## src/rtl/fifo_read_adapter.sv

```systemverilog
// fifo_read_adapter
// Turns a one-cycle-latency synchronous FIFO read port into a valid/ready
// stream. A 2-entry skid buffer plus one in-flight read keeps the stream at
// one word per cycle while still honouring downstream back-pressure.
module fifo_read_adapter #(
  parameter int DATA_WIDTH = 8,
  parameter int CNT_WIDTH  = 16
) (
  input  logic                  clk,
  input  logic                  reset,
  input  logic                  fifo_empty_flag,
  input  logic [DATA_WIDTH-1:0] fifo_data_out,
  output logic                  fifo_read_en,
  output logic                  m_valid,
  input  logic                  m_ready,
  output logic [DATA_WIDTH-1:0] m_data,
  output logic [CNT_WIDTH-1:0]  words_out
);

  logic [1:0][DATA_WIDTH-1:0] buf_q;
  logic                       head;
  logic                       tail;
  logic [1:0]                 count;
  logic                       inflight;
  logic                       pop;
  logic [2:0]                 occ;

  // Occupancy after this cycle's pop, counting the read already on its way.
  // A pop needs count>=1, so this never underflows; it never exceeds 2.
  assign pop = m_valid & m_ready;
  assign occ = {1'b0, count} + {2'b00, inflight} - {2'b00, pop};

  // Issue a read only when the word will have a slot when it lands.
  assign fifo_read_en = ~reset & ~fifo_empty_flag & (occ < 3'd2);

  // Stream outputs come straight from registers.
  assign m_valid = (count != 2'd0);
  assign m_data  = buf_q[head];

  // Buffer, pointers, in-flight tracking and handshake counter.
  always_ff @(posedge clk or posedge reset) begin
    if (reset) begin
      buf_q     <= '0;
      head      <= 1'b0;
      tail      <= 1'b0;
      count     <= 2'd0;
      inflight  <= 1'b0;
      words_out <= '0;
    end else begin
      inflight <= fifo_read_en;
      count    <= occ[1:0];
      if (inflight) begin
        buf_q[tail] <= fifo_data_out;
        tail        <= ~tail;
      end
      if (pop) begin
        head      <= ~head;
        words_out <= words_out + CNT_WIDTH'(1);
      end
    end
  end

endmodule

```

## config.mk

```make
export PLATFORM = sky130hd
export DESIGN_NAME = fifo_read_adapter
export DESIGN_NICKNAME = d
export VERILOG_FILES = /design/src/rtl/fifo_read_adapter.sv
export SDC_FILE = /design/constraint.sdc
export NUM_CORES = 1
export LEC_CHECK = 0
export CAP_MARGIN = 20
export CELL_PAD_IN_SITES_DETAIL_PLACEMENT = 0
export CELL_PAD_IN_SITES_GLOBAL_PLACEMENT = 1
export CORE_ASPECT_RATIO = 1.75
export CORE_MARGIN = 2
export CORE_UTILIZATION = 39
export CTS_BUF_LIST = sky130_fd_sc_hd__clkbuf_16
export CTS_CLUSTER_DIAMETER = 80
export DETAILED_ROUTE_END_ITERATION = 8
export PLACE_DENSITY = 0.82
export SLEW_MARGIN = 20
export SYNTH_ARGS = -nofsm -noshare
export SYNTH_HDL_FRONTEND = slang
export SYNTH_SLANG_ARGS = --single-unit
export TNS_END_PERCENT = 10
```

## constraint.sdc

```tcl
create_clock -name clk -period 3.6 [get_ports clk]
set_input_delay 0.9 -clock clk [delete_from_list [all_inputs] [get_ports clk]]
set_output_delay 0.9 -clock clk [all_outputs]
set_load 0.02 [all_outputs]
```

# After elaboration in Yosys (flattened, before gate mapping)
# Cells that the tools add are included.
[word_totals]
memories = 0
latchBits = 0
mem_bits_ro = 0
input_bits = 12
mem_bits_rw = 0
wordCells = 28
output_inout_bits = 26
ff_bits = 37
[classes]
mux = 5
bitwise = 7
mul = 0
order_cmp = 4
addsub = 3
n_reduce_logical = 2
n_shift = 0
eq_ne = 0
div = 0
[op_table]
columns = ["cell", "n"]
rows = [
  ["two-way mux 8 bit", 3],
  ["adder 16 x 1 -> 16 bit (second input constant)", 1],
  ["bitwise mux 16 bit", 1],
  ["demux 8 bit (select 1 bit)", 1],
  ["less-than comparator 1 x 2 -> 1 bit (second input constant)", 2],
  ["NOT 1 bit", 4],
  ["adder 2 x 1 -> 3 bit", 1],
  ["bitwise AND 1 bit", 3],
  ["less-than comparator 3 x 2 -> 1 bit (second input constant)", 1],
  ["subtractor 3 x 1 -> 3 bit", 1],
  ["nonzero test 2 bit", 1],
  ["greater-or-equal comparator 1 bit (second input constant)", 1],
  ["logical AND 1 bit", 1],
]

# Depth between registers and ports, before layout
# Gate-level depths: netlist of run 1.
[depth]
word_depth = 5
ltp_mapped = 9
ltp_nobuf = 9

# Worst setup path after synthesis of run 1
# Ideal clock, no wire load.
[synth_timing]
kind = "input-to-output"
startpoint = "input m_ready"
endpoint = "output fifo_read_en"
path_stages = 7
t_arrival_ns = 2.673
path_slack_ns = 0.027
path_cell_list = "nand2_2 > inv_4 > ha_1 > inv_1 > ha_1 > fa_1 > nor4_1"
[synth_via]
elab_chain_cells = 4
[synth_lines]
columns = ["element", "line", "rtl"]
rows = [
  ["start, declared", "15", "input logic m_ready,"],
  ["bitwise AND 1 bit", "30", "assign pop = m_valid & m_ready;"],
  ["named net pop", "25", "logic pop;"],
  ["subtractor 3 x 1 -> 3 bit", "31", "assign occ = {1'b0, count} + {2'b00, inflight} - {2'b00, pop};"],
  ["named net occ[1]", "26", "logic [2:0] occ;"],
  ["less-than comparator 3 x 2 -> 1 bit", "34", "assign fifo_read_en = ~reset & ~fifo_empty_flag & (occ < 3'd2);"],
  ["bitwise AND 1 bit", "34", ""],
  ["end, declared", "13", "output logic fifo_read_en,"],
]
# The timed path passes the listed nets, and every way through them passes these cells.

# Worst setup path in the final report of run 1
# Ends and elaborated chain as after synthesis.

==> metrics.md, run 1 <==
| Metric | Value |
|---|---|
| Worst slew pin tran | `about 0.7 ns` |
| Routed Antenna Nets | `0` |
| # setup viols final | `0` |
| CTS Buf Count | `5` |
| Syn Std Cell Area | `~1600 sq um` |
| Die width | `53.0 um` |
| GR Overflow Total | `0` |
| Largest net degree at the start of global routing | `20` |
| Synth Area in XOR/XNOR | `just under 10%` |
| CP max-delay cell | `fa_1` |
| Final instance area | `approximately 2300 sq um` |
| Vias | `between 1000 and 1500` |
| Routability cong. | `0.722` |
| Data arrival, critical path | `around 2.6 ns` |
| Peak Freq | `approximately 0.29 GHz` |
| Post-DP Area | `2110 sq um` |
| Boundary pin count | `38` |
| Crit-path most repeated cell | `buf_2` |
| Hold_buf cts | `0` |
| Status | `complete, no violations` |
| Cell breakdown of the critical path | `buf_2 > nand2_2 > inv_4 > ha_4 > inv_1 > ha_2 > fa_1 > nor4_2 > buf_2` |
| Clock Skew | `0.00197 ns` |
| CTS clk-pin slew, worst paths | `0.05 ns` |
| DR iter-0 viols | `5` |
| Critical path type | `in -> out` |
| Leakage | `0.00102 uW` |
| Synth Area in Compound Gates | `under 10%` |
| Required @ worst endpoint | `2.70 ns` |
| Max_cap viols | `0` |
| Max incr delay on CP | `a little under 0.5 ns` |
| Post-DP HPWL | `2430 um` |
| Slew headroom | `a little over half` |
| Mapped Cells | `123` |
| Layout area overhead | `39.0%` |
| Worst hold slack | `~0.47 ns` |
| Ys Warns | `0` |
| Clock buffer depth | `2` |
| Die area | `roughly 4800 sq um` |
| CP Max Fanout | `2` |
| FF+latch count, synth | `37` |
| Hold/Removal Path Class | `reg -> reg` |
| Total core area | `4070 sq um` |
| Startpoint Class | `input port` |
| Routed WL | `~3200 um` |
| Area contributors post-synth | `dfrtp_1 (57%), mux2_2 (17%), xnor2_1 (6.4%)` |
| Layout net count | `190` |
| Synth area leader | `dfrtp_1` |
| Clock sinks | `37` |
| Clk_lat worst skew | `between 0.2 and 0.3 ns` |
| Min Clock Period, post-route | `approximately 3.5 ns` |
| First-pass GRT wire length | `roughly 5500 um` |
| Synth Area in Adders | `under 10%` |
| Clock root cell | `clkbuf_16` |
| H-tree Lvls | `2` |
| P per Cell Area | `just under 900 nW/um^2` |
| Peak supply drop | `slightly below 0.5 mV` |
| Largest family of logic cells by synthesized area | `multiplexers` |
| Row cnt | `31` |
| Simple-Gate Fraction of Synth Area | `a little over a tenth` |
| Post-synthesis sequential area ratio | `a little under three fifths` |
| IO Port Bufs | `37` |
| Starting Density | `between 40 and 50%` |
| Synth Area per Inst | `13.3 sq um` |
| Mux contribution to synthesized area | `16.5%` |
| Crit path capture type | `output port` |
| Post-DR wirelength/cell | `between 10 and 15 um` |
| Pins Over Slew Limit | `0` |
| TritonCTS clock tree | `done` |
| GRT Util Overall | `about 16%` |
| Post-DR vias/cell | `about 4.9` |
| Layout cells sized above 1 | `between 20% and 30%` |
| Net Count, Synth | `between 100 and 150` |
| Vias in the first global route | `between 1000 and 1500` |
| Final Hold Fails | `0` |
| Die height | `~90 um` |
| Netlist cell types | `24` |
| Initial antenna violation count | `0` |
| RSZ-0062 raised after global routing | `no` |
| Pre-antenna DRT Iters | `4` |
| Fin crit share | `between 90% and 100%` |
| Setup TNS | `0 ns` |
| # DRC | `0` |
| Antenna Cells | `0` |
| Yosys top cell area share | `between 50 and 60%` |
==> metrics by stage <==
stage          total power [uW]  std cells  worst slack (ns)  utilization [%]
3_3_place_gp               1510        214            -0.677             51.8
2_1_floorplan              1180        123            0.0266                -
5_1_grt                    2090        224           0.00855             55.9
6_report                   1970        224            0.0939             55.9
3_5_place_dp               1550        214            -0.736             51.8
4_1_cts                    2000        224            0.0826             55.9
==> cells in the final DEF (no fill, tap or decap), types with 2 or more instances in the layout <==
cell,netlist,layout
inv_1,6,7
dfrtp_1,37,37
xor2_1,6,6
nor3_1,2,2
clkdlybuf4s50_1,0,35
mux2_2,24,24
clkinv_2,0,2
clkbuf_16,0,5
nor2_1,2,2
buf_2,0,2
buf_4,0,8
xnor2_1,12,12
and3_1,3,3
nand2_1,11,11
nand3_1,4,4
==> state kept, by name (all words and copies together) (netlist names) <==
| signal | cells |
|---|---|
| buf_q | 16 |
| count | 2 |
| head | 1 |
| inflight | 1 |
| tail | 1 |
| words_out | 16 |
==> cell usage after synthesis, drive strengths merged <==
cell / number
nand3: 4
nand2: 12
clkbuf: 1
nor3: 2
and3: 3
nor4: 2
o2111ai: 1
xor2: 6
mux2: 24
xnor2: 12
dfrtp: 37
o211ai: 1
inv: 7
nand4: 2
or2: 2
ha: 3
fa: 1
nor2: 3
==> worst max-delay path: cells and delay by family <==
family | cells | cell delay (ns)
buffers and inverters | 4 | 0.40
and+or+nand+nor | 2 | 0.40
adders and majority gates | 3 | 0.90
==> routing by layer <==
metal / vias to the layer above / track usage, % / part of all wire, %
met5: - / 0 / 0
met4: 0 / 5.59 / 1.0
met3: 4 / 3.97 / 5.4
met2: 33 / 29.1 / 54
met1: 540 / 16.7 / 39
li1: 515 / - / -
==> final cells by class <==
cell class	count	area, sq um
Fill cell	361	1800
Multi-Input combinational cell	78	699
Sequential cell	37	926
Tap cell	49	61.3
Inverter	7	28.8
Timing Repair Buffer	45	420
Clock buffer	5	125
Clock inverter	3	13.8
==> timing repair <==
item                                    4_1_cts  5_1_grt
gates resized for setup                      12        0
setup buffers                                 2        0
endpoints found under the setup margin        1        0
==> cells by family (layout without fill, tap and decap cells) <==
family / after synthesis / count (layout)
AOI/OAI and AO/OA: 2 / 2
xor gates and xnor gates: 18 / 18
adders and majority gates: 4 / 4
buffers and inverters: 8 / 60
DFF: 37 / 37
muxes: 24 / 24
and+or+nand+nor: 30 / 30
==> power breakdown <==
part | leakage [uW] | switching (uW) | internal (uW)
Sequential | 0.000460 | 133 | 572
Combinational | 0.000489 | 374 | 489
Clock | 0.0000748 | 153 | 251
Total | 0.00102 | 659 | 1310
==> path summary, 6_finish.rpt <==
check                                    from  slack, ns  cells after the start       endpoint
min in group asynchronous               reset       1.10                      2       count[1]
worst max register to register       count[1]       1.48                      8       inflight
worst min-delay path            words_out[15]       0.47                      1  words_out[15]
worst max-delay path                  m_ready       0.09                      9   fifo_read_en
worst min register to register  words_out[15]       0.47                      1  words_out[15]
max in group asynchronous               reset       1.78                      3       buf_q[3]
Note: power is estimated with default switching activity, not from simulation.
==> run 2: changes to the inputs <==
--- a/config.mk
+++ b/config.mk
@@ -5,7 +5,6 @@
 export SDC_FILE = /design/constraint.sdc
 export NUM_CORES = 1
 export LEC_CHECK = 0
-export CAP_MARGIN = 20
 export CELL_PAD_IN_SITES_DETAIL_PLACEMENT = 0
 export CELL_PAD_IN_SITES_GLOBAL_PLACEMENT = 1
 export CORE_ASPECT_RATIO = 1.75
==> results of run 2 <==
Same layout as run 1: the final DEF is identical, and so are final timing and power.
==> run 3: changes to the inputs <==
--- a/config.mk
+++ b/config.mk
@@ -11,7 +11,7 @@
 export CORE_MARGIN = 2
 export CORE_UTILIZATION = 39
 export CTS_BUF_LIST = sky130_fd_sc_hd__clkbuf_16
-export CTS_CLUSTER_DIAMETER = 80
+export CTS_CLUSTER_DIAMETER = 100
 export DETAILED_ROUTE_END_ITERATION = 8
 export PLACE_DENSITY = 0.82
 export SLEW_MARGIN = 20
==> results of run 3 <==
Same layout as run 1: the final DEF is identical, and so are final timing and power.
